--- config.mk ---
export PLATFORM = sky130hd
export DESIGN_NAME = seq_detect_param_flat
export DESIGN_NICKNAME = d
export VERILOG_FILES = /design/src/rtl/seq_detect_param_if.sv /design/src/rtl/seq_detect_param.sv /design/src/flat_wrapper.sv
export SDC_FILE = /design/constraint.sdc
export NUM_CORES = 1
export LEC_CHECK = 0
export CAP_MARGIN = 20
export CORE_UTILIZATION = 53
export DETAILED_ROUTE_END_ITERATION = 10
export PLACE_DENSITY = 0.78
export SETUP_SLACK_MARGIN = 0.5
export SLEW_MARGIN = 20
export SYNTH_ARGS = -nofsm -noshare
export SYNTH_HDL_FRONTEND = slang
export SYNTH_SLANG_ARGS = --single-unit
export TNS_END_PERCENT = 20
--- constraint.sdc ---
create_clock -name clk -period 3.1 [get_ports clk]
set_input_delay 0.62 -clock clk [delete_from_list [all_inputs] [get_ports clk]]
set_output_delay 0.62 -clock clk [all_outputs]
set_load 0.005 [all_outputs]
--- src/rtl/seq_detect_param_if.sv ---
// Bundles the configuration, serial-stream and result signals of seq_detect_param.
// The master modport drives the stream and config; the slave modport is the detector itself.
interface seq_detect_param_if #(
    parameter int MAX_LEN = 8,
    parameter int CNT_W   = 8
);
    localparam int LEN_W = $clog2(MAX_LEN + 1);

    logic               bit_i;
    logic               valid_i;
    logic               load_i;
    logic [MAX_LEN-1:0] pattern_i;
    logic [LEN_W-1:0]   len_i;
    logic               overlap_i;
    logic               clr_cnt_i;
    logic               seq_o;
    logic [CNT_W-1:0]   match_cnt_o;

    modport master (
        output bit_i, valid_i, load_i, pattern_i, len_i, overlap_i, clr_cnt_i,
        input  seq_o, match_cnt_o
    );

    modport slave (
        input  bit_i, valid_i, load_i, pattern_i, len_i, overlap_i, clr_cnt_i,
        output seq_o, match_cnt_o
    );
endinterface

--- src/rtl/seq_detect_param.sv ---
// Programmable serial pattern detector: runtime-loaded pattern of 1..MAX_LEN bits,
// overlapping or non-overlapping matches, registered match pulse and saturating counter.
module seq_detect_param #(
    parameter int                 MAX_LEN     = 8,
    parameter int                 CNT_W       = 8,
    parameter logic [MAX_LEN-1:0] RST_PATTERN = MAX_LEN'('b1001),
    parameter int                 RST_LEN     = 4,
    parameter logic               RST_OVERLAP = 1'b1
) (
    input  logic                clk,
    input  logic                rst_n,
    seq_detect_param_if.slave   bus
);
    localparam int LEN_W = $clog2(MAX_LEN + 1);

    // Stream qualification: bit_i is consumed only on an edge with valid_i=1 and load_i=0;
    // there is no back-pressure, a load in the same cycle discards that bit.
    logic [MAX_LEN-1:0] pat_q;
    logic [LEN_W-1:0]   len_q;
    logic               ovl_q;
    logic [MAX_LEN-1:0] hist_q;
    logic [LEN_W-1:0]   fill_q;
    logic               seq_q;
    logic [CNT_W-1:0]   cnt_q;

    logic [MAX_LEN-1:0] hist_nxt;
    logic [MAX_LEN-1:0] mask;
    logic [LEN_W-1:0]   fill_inc;
    logic [LEN_W-1:0]   len_clamp;
    logic               shift_en;
    logic               hit;

    always_comb begin
        shift_en  = bus.valid_i && !bus.load_i;
        hist_nxt  = {hist_q[MAX_LEN-2:0], bus.bit_i};
        fill_inc  = (fill_q < len_q) ? fill_q + LEN_W'(1) : len_q;
        len_clamp = (bus.len_i > LEN_W'(MAX_LEN)) ? LEN_W'(MAX_LEN) : bus.len_i;
        mask      = '0;
        for (int i = 0; i < MAX_LEN; i++) begin
            if (LEN_W'(i) < len_q) mask[i] = 1'b1;
        end
        // A zero-length pattern would trivially match, so it is treated as "disabled".
        hit = shift_en && (len_q != '0) && (fill_inc == len_q) &&
              ((hist_nxt & mask) == (pat_q & mask));
    end

    always_ff @(posedge clk or negedge rst_n) begin
        if (!rst_n) begin
            pat_q  <= RST_PATTERN;
            len_q  <= LEN_W'(RST_LEN);
            ovl_q  <= RST_OVERLAP;
            hist_q <= '0;
            fill_q <= '0;
            seq_q  <= 1'b0;
        end else if (bus.load_i) begin
            pat_q  <= bus.pattern_i;
            len_q  <= len_clamp;
            ovl_q  <= bus.overlap_i;
            hist_q <= '0;
            fill_q <= '0;
            seq_q  <= 1'b0;
        end else begin
            seq_q <= hit;
            if (shift_en) begin
                hist_q <= hist_nxt;
                fill_q <= (hit && !ovl_q) ? '0 : fill_inc;
            end
        end
    end

    always_ff @(posedge clk or negedge rst_n) begin
        if (!rst_n) begin
            cnt_q <= '0;
        end else if (bus.clr_cnt_i) begin
            cnt_q <= '0;
        end else if (hit && (cnt_q != {CNT_W{1'b1}})) begin
            cnt_q <= cnt_q + CNT_W'(1);
        end
    end

    assign bus.seq_o       = seq_q;
    assign bus.match_cnt_o = cnt_q;
endmodule
--- src/flat_wrapper.sv ---
// flat-port wrapper written by rule: the top's interface ports become plain ports
module seq_detect_param_flat 
#(
    parameter int                 MAX_LEN     = 8,
    parameter int                 CNT_W       = 8,
    parameter logic [MAX_LEN-1:0] RST_PATTERN = MAX_LEN'('b1001),
    parameter int                 RST_LEN     = 4,
    parameter logic               RST_OVERLAP = 1'b1
)
  (clk, rst_n, bus_bit_i, bus_valid_i, bus_load_i, bus_pattern_i, bus_len_i, bus_overlap_i, bus_clr_cnt_i, bus_seq_o, bus_match_cnt_o);
  seq_detect_param_if #(.MAX_LEN(MAX_LEN), .CNT_W(CNT_W)) bus_i ();
  input  logic clk;
  input  logic rst_n;
  input wire logic [$bits(bus_i.bit_i)-1:0] bus_bit_i;
  input wire logic [$bits(bus_i.valid_i)-1:0] bus_valid_i;
  input wire logic [$bits(bus_i.load_i)-1:0] bus_load_i;
  input wire logic [$bits(bus_i.pattern_i)-1:0] bus_pattern_i;
  input wire logic [$bits(bus_i.len_i)-1:0] bus_len_i;
  input wire logic [$bits(bus_i.overlap_i)-1:0] bus_overlap_i;
  input wire logic [$bits(bus_i.clr_cnt_i)-1:0] bus_clr_cnt_i;
  output wire logic [$bits(bus_i.seq_o)-1:0] bus_seq_o;
  output wire logic [$bits(bus_i.match_cnt_o)-1:0] bus_match_cnt_o;
  assign bus_i.bit_i = bus_bit_i;
  assign bus_i.valid_i = bus_valid_i;
  assign bus_i.load_i = bus_load_i;
  assign bus_i.pattern_i = bus_pattern_i;
  assign bus_i.len_i = bus_len_i;
  assign bus_i.overlap_i = bus_overlap_i;
  assign bus_i.clr_cnt_i = bus_clr_cnt_i;
  assign bus_seq_o = bus_i.seq_o;
  assign bus_match_cnt_o = bus_i.match_cnt_o;
  seq_detect_param #(.MAX_LEN(MAX_LEN), .CNT_W(CNT_W), .RST_PATTERN(RST_PATTERN), .RST_LEN(RST_LEN), .RST_OVERLAP(RST_OVERLAP)) u_core (.clk(clk), .rst_n(rst_n), .bus(bus_i));
endmodule
==> impl_metrics.csv <==
group,metric,value,unit
power_and_ir_drop,finalPower,0.001042,W
floorplan,die_x,60.43,um
global_routing,grtUsageMet2,36.73,%
route,wl_per_cell,15.09,um
floorplan,rows,20,
global_routing,grt_use_met3,5.117,%
synth,synth_area,1809,sq um
sta,rsz0062_at_grt,"no",
cells_and_area,layout.nets,228,
sta,clock_skew,0.01218,ns
cells_and_area,layout-drive-gt1-share,16.59,%
sta,hold_viol,0,
route,drt_iter0_drc,61,
power_and_ir_drop,clkPwrFrac,32.2,%
cts,cts.htree.levels,2,
critical_path,crit_fanout,15,
power_and_ir_drop,pwr-share-comb,19.9,%
placement,io_buffers,27,
cts,cts_root_buffer,"clkbuf_4",
sta,finalMaxSlewViolations,0,
global_routing,grtUsageTotal,21.18,%
route,dr.pass1.iters,4,
sta,fmax,409.9,MHz
synth,ys_ff_latch,33,
placement,hpwl,2.646,mm
sta,tns,0,ns
cells_and_area,final_cell_count_no_fill,249,
sta,worst_pin_slew,0.6157,ns
cts,cts_max_path_buffers,2,
critical_path,path_cells,"nor4b_2 -> o22ai_1 -> o32ai_2 -> o2111ai_4 -> or4_1 -> a21oi_1",
critical_path,path_class,"reg2reg",
cells_and_area,mostFrequentLayoutCells,"dfrtp_1, clkdlybuf4s50_1, a21oi_1",
sta,fin_crit_sh,78.70,%
global_routing,first_global_vias,1317,
sta,fin_crit,2.440,ns
critical_path,worstPathRequired,3.35,ns
sta,relSlewSlack,58.80,%
global_routing,grt-busiest-layer,"met2",
cells_and_area,diodes,0,
critical_path,crit_slowest_cell,"dfstp_2",
cts,clk_latency,0.34,ns
critical_path,path_buf_inv,0,
cts,cts_buffers,5,
floorplan,die_h,60.43,um
power_and_ir_drop,ir_drop,280.6,uV
floorplan,ios,28,
global_routing,globalRouteMet1Util,25.66,%
global_routing,grt_max_degree,34,
power_and_ir_drop,powerDensity,466.4,nW/um^2
global_routing,grt_overflow,0,
route,ant_nets,0,
critical_path,endpoint_kind,"flip-flop",
run_status,status,"finished clean",
power_and_ir_drop,p_int,0.0007587,W
cts,cts_tree,"done",
worst_hold_path,hp-class,"reg2reg",
critical_path,slowest_delay,0.66,ns
route,vias,1457,
synth,netlist-cell-type-count,40,
flow_run,timing.max_cap.violations,0,
route,vias_per_cell,5.851,
synth,synth_fp_nets,199,
floorplan,coreArea,3153,sq um
global_routing,grt_pass1_wl,5.616,mm
sta,setup_violations,0,
global_routing,antenna_found_initial,0,
power_and_ir_drop,switching_share,27.21,%
placement,place_congestion,0.8243,
cells_and_area,final_common_cell,"dfrtp_1",
placement,post-place-cells,239,
synth,yosysWarnings,0,
floorplan,die-area,3651,sq um
cts,clk_pin_slew,0.10,ns
power_and_ir_drop,seqPwrFrac,47.9,%
critical_path,cp_top_family,"compound AO/OA/AOI/OAI gates",
floorplan,start_util,57.38,%
critical_path,cp.arrival,2.69,ns
synth,syn_area_per_cell,10.34,sq um
cells_and_area,area_growth,23.51,%
route,totalWireLength,3.757,mm
synth,ys_seq_area_share,45.92,%
route,drc,0,
power_and_ir_drop,leakage,0.9061,nW
cts,cts_sinks,33,
synth,synth_cells,175,
power_and_ir_drop,p_sw,0.0002836,W
critical_path,cp-start-kind,"flip-flop",
-- synthesized netlist by cell type, drive strengths merged --
master | count | share of area (%)
o311a | 1 | 0.55
mux2i | 8 | 4.4
nor2 | 12 | 2.5
mux2 | 9 | 5.6
o31ai | 7 | 2.9
nand2 | 10 | 2.1
nand3b | 2 | 0.83
clkbuf | 4 | 0.83
o21ai | 5 | 1.4
dfrtp | 29 | 40
and3 | 1 | 0.35
o41ai | 1 | 0.48
a311oi | 1 | 0.48
nand3 | 6 | 1.7
ha | 5 | 3.5
dfstp | 4 | 5.8
o2111ai | 1 | 0.83
xnor2 | 10 | 4.8
or3 | 1 | 0.35
a21oi | 13 | 3.6
o32ai | 2 | 0.97
or3b | 1 | 0.48
nor4 | 3 | 1.4
buf | 7 | 2.3
o22ai | 4 | 1.4
nor4b | 1 | 0.83
nand2b | 5 | 1.7
nor3 | 2 | 0.55
a31oi | 2 | 0.69
nor2b | 1 | 0.35
o21bai | 1 | 0.42
or4 | 5 | 2.1
inv | 7 | 1.5
xor2 | 4 | 2.4
-- per-stage QoR --
| step | util (%) | hold WS [ns] | area (sq um) | worst slack [ns] |
|---|---|---|---|---|
| finish | 70.87 | 0.5393 | 2235 | 0.6603 |
| global route | 70.87 | 0.5579 | 2235 | 0.4863 |
| global placement | 66.87 | 0.5152 | 2108 | 0.3245 |
| detailed placement | 66.87 | 0.5229 | 2108 | 0.2384 |
| CTS | 69.56 | 0.5446 | 2193 | 0.5405 |
| floorplan | - | 0.3244 | 1809 | 0.7925 |
-- metal layers --
| layer | routed length [um] | part of all wire, % |
|---|---|---|
| met1 | 1591 | 42 |
| met2 | 1913 | 51 |
| met3 | 192 | 5.1 |
| met4 | 60 | 1.6 |
| met5 | 0 | 0 |
-- worst register-to-register path: cells and delay by family (launching register included) --
| kind | cells | cell delay [ns] |
|---|---|---|
| compound gates | 4 | 0.91 |
| flops | 1 | 0.66 |
| simple gates | 2 | 0.80 |
-- power groups by stage --
stage | clock, W | combinational, W | sequential [W]
6_report | 0.000336 | 0.000208 | 0.000499
5_1_grt | 0.000361 | 0.000229 | 0.000502
4_1_cts | 0.000337 | 0.000198 | 0.000498
3_5_place_dp | 0 | 0.000197 | 0.000506
3_3_place_gp | 0 | 0.000190 | 0.000505
2_1_floorplan | 0 | 0.000145 | 0.000487
-- flip-flops by register name, summed over array words and instances, names as in the netlist --
signal	flops
u_core.bus.seq_o	1
u_core.pat_q	8
u_core.ovl_q	1
u_core.bus.match_cnt_o	8
u_core.hist_q	7
u_core.fill_q	4
u_core.len_q	4
-- worst paths after layout --
path	cells after the start	from	slack [ns]	to
setup / recovery	6	u_core.len_q[2]	0.66	u_core.bus.match_cnt_o[7]
hold reg to reg	1	u_core.pat_q[5]	0.54	u_core.pat_q[5]
max in group asynchronous	2	rst_n	2.08	u_core.pat_q[3]
hold / removal	1	u_core.pat_q[5]	0.54	u_core.pat_q[5]
min in group asynchronous	2	rst_n	0.67	u_core.fill_q[2]
setup reg to reg	6	u_core.len_q[2]	0.66	u_core.bus.match_cnt_o[7]
-- what timing repair did --
action,in CTS,in global routing
endpoints found under the hold margin,0,0
setup endpoints to repair,0,6
resized for setup,0,4
setup buffers,0,2
hold buffers,0,0
-- area by class of cell --
| class | instances | area, sq um |
|---|---|---|
| Fill cell | 252 | 918.4 |
| Clock inverter | 1 | 30.03 |
| Timing Repair Buffer | 33 | 315.3 |
| Sequential cell | 33 | 832.0 |
| Tap cell | 44 | 55.05 |
| Clock buffer | 7 | 55.05 |
| Multi-Input combinational cell | 124 | 920.9 |
| Inverter | 7 | 26.28 |
-- cells by family (layout without fill, tap and decap cells) --
family	count (synthesis)	after routing	share of synthesized area (%)
and+or+nand+nor	50	50	15.15
AOI/OAI and AO/OA	38	38	13.69
muxes	17	17	10.03
adders and majority gates	5	5	3.458
xor gates and xnor gates	14	14	7.193
DFF	33	33	45.92
buffers and inverters	18	48	4.564
Note: power is estimated with default switching activity, not from simulation.
